==> config.mk <==
export PLATFORM = sky130hd
export DESIGN_NAME = spi_sram_bridge
export DESIGN_NICKNAME = d
export VERILOG_FILES = /design/src/rtl/spi_sram_pkg.sv /design/src/rtl/spi_bit_engine.sv /design/src/rtl/spi_sram_bridge.sv
export SDC_FILE = /design/constraint.sdc
export NUM_CORES = 1
export LEC_CHECK = 0
export ABC_CLOCK_PERIOD_IN_PS = 8720
export BUFFER_PORTS_ARGS = -buffer_cell sky130_fd_sc_hd__buf_2
export CORE_ASPECT_RATIO = 0.8
export CORE_MARGIN = 2
export CORE_UTILIZATION = 45
export DETAILED_ROUTE_END_ITERATION = 8
export GPL_ROUTABILITY_DRIVEN = 0
export SLEW_MARGIN = 5
export SYNTH_ARGS = -nofsm -noshare
export SYNTH_HDL_FRONTEND = slang
export SYNTH_SLANG_ARGS = --single-unit
export TNS_END_PERCENT = 20
==> constraint.sdc <==
create_clock -name clk -period 8.72 [get_ports clk]
set_clock_uncertainty 0.1 [all_clocks]
set_input_delay 0.872 -clock clk [delete_from_list [all_inputs] [get_ports clk]]
set_output_delay 0.872 -clock clk [all_outputs]
set_load 0.02 [all_outputs]
==> src/rtl/spi_sram_pkg.sv <==
// Shared types and constants for the SPI SRAM bridge: FSM states, SRAM opcodes and
// an address-byte extraction helper.
package spi_sram_pkg;

  typedef enum logic [2:0] {
    StIdle,
    StCmd,
    StAddr,
    StDummy,
    StData,
    StDone,
    StHold,
    StGap
  } state_e;

  localparam logic [7:0] CMD_READ  = 8'h03;
  localparam logic [7:0] CMD_WRITE = 8'h02;
  localparam logic [7:0] CMD_FREAD = 8'h0B;

  localparam int unsigned DUMMY_BITS = 8;
  localparam int unsigned MAX_ADDR_W = 24;

  // Byte idx (0 = least significant) of a zero-extended address.
  function automatic logic [7:0] addr_byte(input logic [MAX_ADDR_W-1:0] addr,
                                           input logic [1:0] idx);
    logic [MAX_ADDR_W-1:0] sh;
    sh = addr >> {idx, 3'b000};
    return sh[7:0];
  endfunction

endpackage

==> src/rtl/spi_bit_engine.sv <==
// SPI mode-0 byte shifter: SCLK_DIV clk cycles per bit, MSB first, miso sampled on the
// first cycle of the sclk-high half. A load on the byte_done cycle keeps bits contiguous.
module spi_bit_engine #(
  parameter int unsigned SCLK_DIV = 2
) (
  input  logic       clk,
  input  logic       rst_n,
  input  logic       load_i,
  input  logic [7:0] data_i,
  input  logic       miso_i,
  output logic       sclk_o,
  output logic       mosi_o,
  output logic       byte_done_o,
  output logic [7:0] rx_byte_o
);

  localparam int unsigned PhW = (SCLK_DIV > 2) ? $clog2(SCLK_DIV) : 1;
  localparam logic [PhW-1:0] PhHalf = PhW'(SCLK_DIV / 2);
  localparam logic [PhW-1:0] PhLast = PhW'(SCLK_DIV - 1);

  logic           busy_q, busy_d;
  logic [PhW-1:0] phase_q, phase_d;
  logic [2:0]     bit_q, bit_d;
  logic [7:0]     tx_q, tx_d;
  logic [7:0]     rx_q, rx_d;
  logic           sample, last;

  always_comb begin
    sample      = busy_q && (phase_q == PhHalf);
    last        = busy_q && (phase_q == PhLast);
    byte_done_o = last && (bit_q == 3'd7);
    // Includes the bit being sampled this cycle so the caller sees the full byte at byte_done.
    rx_byte_o   = sample ? {rx_q[6:0], miso_i} : rx_q;
    sclk_o      = busy_q && (phase_q >= PhHalf);
    mosi_o      = busy_q && tx_q[7];

    busy_d  = busy_q;
    phase_d = phase_q;
    bit_d   = bit_q;
    tx_d    = tx_q;
    rx_d    = rx_byte_o;
    if (load_i) begin
      busy_d  = 1'b1;
      phase_d = '0;
      bit_d   = '0;
      tx_d    = data_i;
    end else if (last) begin
      phase_d = '0;
      bit_d   = bit_q + 3'd1;
      tx_d    = {tx_q[6:0], 1'b0};
      if (bit_q == 3'd7) busy_d = 1'b0;
    end else if (busy_q) begin
      phase_d = phase_q + PhW'(1);
    end
  end

  always_ff @(posedge clk or negedge rst_n) begin
    if (!rst_n) begin
      busy_q  <= 1'b0;
      phase_q <= '0;
      bit_q   <= '0;
      tx_q    <= '0;
      rx_q    <= '0;
    end else begin
      busy_q  <= busy_d;
      phase_q <= phase_d;
      bit_q   <= bit_d;
      tx_q    <= tx_d;
      rx_q    <= rx_d;
    end
  end

endmodule

==> src/rtl/spi_sram_bridge.sv <==
// Byte-wide request/ready bus to SPI SRAM bridge. Keeps cs_n low between accesses so that
// sequential same-direction requests skip the command and address phases.
module spi_sram_bridge
  import spi_sram_pkg::*;
#(
  parameter int unsigned ADDR_W       = 24,
  parameter int unsigned ADDR_BYTES   = 3,
  parameter int unsigned SCLK_DIV     = 2,
  parameter bit          RBURST_EN    = 1'b1,
  parameter bit          WBURST_EN    = 1'b1,
  parameter bit          FAST_READ    = 1'b0,
  parameter int unsigned MAX_BURST    = 0,
  parameter int unsigned IDLE_TIMEOUT = 0,
  parameter int unsigned CS_HIGH_MIN  = 2
) (
  input  logic              clk,
  input  logic              rst_n,
  input  logic              mem_en,
  input  logic              mem_wr,
  input  logic [ADDR_W-1:0] mem_addr,
  input  logic [7:0]        mem_wdata,
  output logic              mem_rdy,
  output logic [7:0]        mem_rdata,
  output logic              cs_n,
  output logic              sclk,
  output logic              mosi,
  input  logic              miso
);

  localparam logic [1:0] LastByte = 2'(ADDR_BYTES - 1);

  state_e              state_q, state_d;
  logic [ADDR_W-1:0]   addr_q, addr_d;
  logic [ADDR_W-1:0]   next_addr_q, next_addr_d;
  logic                wr_q, wr_d;
  logic [7:0]          wdata_q, wdata_d;
  logic [7:0]          rdata_q, rdata_d;
  logic [1:0]          byte_idx_q, byte_idx_d;
  logic [31:0]         burst_q, burst_d;
  logic [31:0]         idle_q, idle_d;
  logic [31:0]         gap_q, gap_d;
  logic                cs_n_q;

  logic                eng_load, eng_done;
  logic [7:0]          eng_data, eng_rx;
  logic [MAX_ADDR_W-1:0] addr_ext;
  logic                accept_fresh, dir_en, cont_ok;

  spi_bit_engine #(
    .SCLK_DIV(SCLK_DIV)
  ) u_engine (
    .clk        (clk),
    .rst_n      (rst_n),
    .load_i     (eng_load),
    .data_i     (eng_data),
    .miso_i     (miso),
    .sclk_o     (sclk),
    .mosi_o     (mosi),
    .byte_done_o(eng_done),
    .rx_byte_o  (eng_rx)
  );

  always_comb begin
    state_d      = state_q;
    addr_d       = addr_q;
    next_addr_d  = next_addr_q;
    wr_d         = wr_q;
    wdata_d      = wdata_q;
    rdata_d      = rdata_q;
    byte_idx_d   = byte_idx_q;
    burst_d      = burst_q;
    idle_d       = '0;
    gap_d        = '0;
    eng_load     = 1'b0;
    eng_data     = '0;
    accept_fresh = 1'b0;

    addr_ext               = '0;
    addr_ext[ADDR_W-1:0]   = addr_q;

    dir_en  = mem_wr ? WBURST_EN : RBURST_EN;
    cont_ok = (mem_wr == wr_q) && (mem_addr == next_addr_q) && dir_en &&
              ((MAX_BURST == 0) || (burst_q < MAX_BURST));

    unique case (state_q)
      StIdle: accept_fresh = mem_en;
      StCmd: begin
        if (eng_done) begin
          eng_load   = 1'b1;
          eng_data   = addr_byte(addr_ext, LastByte);
          byte_idx_d = LastByte;
          state_d    = StAddr;
        end
      end
      StAddr: begin
        if (eng_done) begin
          eng_load = 1'b1;
          if (byte_idx_q != 2'd0) begin
            eng_data   = addr_byte(addr_ext, byte_idx_q - 2'd1);
            byte_idx_d = byte_idx_q - 2'd1;
          end else if (!wr_q && FAST_READ) begin
            state_d = StDummy;
          end else begin
            eng_data = wr_q ? wdata_q : 8'h00;
            state_d  = StData;
          end
        end
      end
      StDummy: begin
        if (eng_done) begin
          eng_load = 1'b1;
          state_d  = StData;
        end
      end
      StData: begin
        if (eng_done) begin
          if (!wr_q) rdata_d = eng_rx;
          state_d = StDone;
        end
      end
      StDone: begin
        if (burst_q != '1) burst_d = burst_q + 32'd1;
        next_addr_d = addr_q + ADDR_W'(1);
        state_d     = StHold;
      end
      StHold: begin
        idle_d = idle_q + 32'd1;
        // A request wins over a timeout expiring in the same cycle.
        if (mem_en) begin
          if (cont_ok) begin
            addr_d   = mem_addr;
            wr_d     = mem_wr;
            wdata_d  = mem_wdata;
            eng_load = 1'b1;
            eng_data = mem_wr ? mem_wdata : 8'h00;
            state_d  = StData;
          end else begin
            state_d = StGap;
          end
        end else if ((IDLE_TIMEOUT != 0) && (idle_q == IDLE_TIMEOUT - 1)) begin
          state_d = StGap;
        end
      end
      StGap: begin
        gap_d = gap_q + 32'd1;
        if (gap_q + 32'd1 >= CS_HIGH_MIN) begin
          if (mem_en) accept_fresh = 1'b1;
          else        state_d = StIdle;
        end
      end
      default: state_d = StIdle;
    endcase

    if (accept_fresh) begin
      addr_d   = mem_addr;
      wr_d     = mem_wr;
      wdata_d  = mem_wdata;
      burst_d  = '0;
      eng_load = 1'b1;
      eng_data = mem_wr ? CMD_WRITE : (FAST_READ ? CMD_FREAD : CMD_READ);
      state_d  = StCmd;
    end
  end

  always_ff @(posedge clk or negedge rst_n) begin
    if (!rst_n) begin
      state_q     <= StIdle;
      addr_q      <= '0;
      next_addr_q <= '0;
      wr_q        <= 1'b0;
      wdata_q     <= '0;
      rdata_q     <= '0;
      byte_idx_q  <= '0;
      burst_q     <= '0;
      idle_q      <= '0;
      gap_q       <= '0;
      cs_n_q      <= 1'b1;
    end else begin
      state_q     <= state_d;
      addr_q      <= addr_d;
      next_addr_q <= next_addr_d;
      wr_q        <= wr_d;
      wdata_q     <= wdata_d;
      rdata_q     <= rdata_d;
      byte_idx_q  <= byte_idx_d;
      burst_q     <= burst_d;
      idle_q      <= idle_d;
      gap_q       <= gap_d;
      cs_n_q      <= (state_d == StIdle) || (state_d == StGap);
    end
  end

  assign mem_rdy   = (state_q == StDone);
  assign mem_rdata = rdata_q;
  assign cs_n      = cs_n_q;

endmodule

==> flow_summary.json <==
{
  "place_inst": 934,
  "synth.most_common_cell": "dfrtp_1",
  "ys.flop_type": "dfrtp_1",
  "diodes": 0,
  "whs_endpoint": "next_addr_q[4]",
  "drt-total-wl_um": 16200,
  "outcome": "finished, final reports clean",
  "yosys-top-cells-count": "dfrtp_1, nor2_1, nand2_1",
  "synth-seq-area-share": 0.442,
  "vias_per_cell": 5.47,
  "path_max_fanout": 33,
  "worstRegToRegCells": 10,
  "fin_crit_ns": 3.87,
  "synth_area_per_cell_um2": 9.95,
  "fin_crit_sh": 0.444,
  "critPathLaunchType": "register",
  "holdBufCountCts": 0,
  "portBuffers": 48,
  "holdPathStages": 2,
  "synth_top_area_frac": 0.439,
  "postLayoutCellArea_um2": 8030,
  "via_count": 5285,
  "antenna_found_initial": 1,
  "required_ns": 8.93,
  "regToRegEndpoint": "addr_ext[5]",
  "netlist_area_um2": 7020,
  "drive_above_1_share": 0.192,
  "clock_sinks": 124,
  "power_w": 0.00244,
  "hp-class": "register to register",
  "htreeDepth": 4,
  "grt_usage": 0.212,
  "hold_viol": 0,
  "synth_seq_cells": 124,
  "core_area_um2": 15100,
  "layoutNonFillerInstCount": 966,
  "die_x_um": 144,
  "synth_edf_count": 0,
  "synth_top_area_cell": "dfrtp_1",
  "syn2layout_area_growth_pct": 14.4,
  "drc_errors": 0,
  "synth.net_count": 748,
  "fmax_mhz": 258,
  "post-route-util": 0.531,
  "cts_setup_buffers": 0,
  "grt_pass1_vias": 5233,
  "maxCapViolations": 0,
  "first_pass_iters": 4,
  "dp_hpwl_um": 11600,
  "nNetsFinal": 786,
  "cts_buffer_depth": 2,
  "end_kind": "register",
  "netlist_instances": 705,
  "num_io_pins": 49,
  "place_area_um2": 7390,
  "cts_tree": "done",
  "rsz0062_at_grt": "false",
  "yosysUniqueCellTypes": 60,
  "cts_buffers": 17,
  "clockRootBuffer": "clkbuf_16",
  "insertion_delay_ns": 0.42,
  "async_flop_share": 1.00,
  "cts_resized": 0,
  "arrival_ns": 4.08,
  "tns_ns": 0,
  "die_h_um": 116,
  "drt_iter0_drc": 248,
  "detail-route-antenna-nets": 0,
  "r2r_slack_ns": 4.85,
  "fp-row-count": 40,
  "fillCellCount": 1392,
  "min-delay-start": "next_addr_q[4]",
  "worst_pin_slew_ns": 1.04,
  "crit_type": "register to register",
  "finalSetupViolCount": 0,
  "grt_overflow": 0,
  "p_leak_nw": 3.37,
  "grt_max_degree": 65,
  "powerDensity_nw_per_um2": 304,
  "die_area_um2": 16600,
  "slew-limit-headroom": 0.303,
  "drv_slew": 0,
  "synth_top_cells_by_area": "dfrtp_1, mux2_4, xor2_1",
  "ir_worst_vdd_uv": 144,
  "cts.clk_slew.worst_paths_ns": 0.06,
  "wire_per_inst_um": 16.8,
  "startpoint": "gap_q[0]",
  "start_util": 0.464,
  "yosys_warnings": 0,
  "worstReg2RegStart": "gap_q[0]",
  "grt_pass1_wl_um": 27300
}
[per-layer routing]
metal  GRT usage  part of all wire
met2       0.328              0.46
met1       0.295              0.48
met5           0           0.00074
met3      0.0566             0.041
met4      0.0608             0.015
[critical path: stages, from the launching register on]
cell and delay [ns]:
dfrtp_1 0.41, ha_1 0.29, nand4_2 0.26, or4_4 0.59, nor2_1 0.26, mux2i_1 0.23
a211oi_1 0.09, and4_1 0.36, o211ai_4 0.22, buf_4 0.54, mux2_2 0.40
[state kept, by name, summed over array words and instances (netlist names)]
register          flops
wr_q                  1
byte_idx_q            2
u_engine.bit_q        3
state_q               3
cs_n                  1
u_engine.busy_q       1
u_engine.tx_q         8
gap_q                32
u_engine.phase_q      1
wdata_q               8
addr_ext             24
u_engine.rx_q         8
mem_rdata             8
next_addr_q          24
[through the flow]
stage	hold slack, ns	worst slack, ns
after global placement	0.380	4.93
final	0.396	4.85
after floorplan	0.367	5.59
after detailed placement	0.385	4.84
after global routing	0.416	4.60
after CTS	0.398	4.84
[cells by family after synthesis]
logic type               Yosys count  synth area share
multiplexers                      63             0.115
AND/OR/NAND/NOR                  286             0.209
flip-flops                       124             0.442
AO/OA/AOI/OAI                     94            0.0876
XOR/XNOR                          83             0.104
buffers and inverters             49            0.0317
adder cells (fa/ha/maj)            6            0.0107
[cell type report]
| cell class | instances | area [um2] | area share |
|---|---|---|---|
| multi-input combinational | 532 | 3690 | 0.459 |
| clock buffer | 20 | 447 | 0.0556 |
| inverter | 16 | 60.1 | 0.00748 |
| timing repair buffer | 52 | 273 | 0.0340 |
| clock inverter | 12 | 194 | 0.0242 |
| tap | 210 | 263 | 0.0327 |
| sequential | 124 | 3100 | 0.387 |
[worst max-delay path by stage]
stage / endpoint / cells past startpoint
floorplan: addr_ext[0] / 10
global placement: addr_ext[4] / 10
detailed placement: addr_ext[4] / 10
CTS: addr_ext[4] / 10
global route: addr_ext[3] / 10
finish: addr_ext[5] / 10
[layout by cell type (no fill, tap or decap), types with 10 or more instances in the layout]
cell type	instances
and3_1	14
o21ai_0	38
buf_2	47
xnor2_1	38
mux2i_1	13
mux2_2	20
dfrtp_1	123
nand2_1	67
nand3_1	29
a21oi_1	12
mux2_4	30
nor2_1	75
nor3_1	31
a211oi_1	10
inv_1	15
nand4_1	10
nor4_1	13
clkbuf_16	17
xor2_1	45
[power by group]
part,leakage (nW),internal (W),switching [W]
logic,1.49,0.000356,0.000352
clock network,0.310,0.000512,0.000257
registers,1.57,0.000759,0.000206
total,3.37,0.00163,0.000815
(Power assumes the default switching activity.)
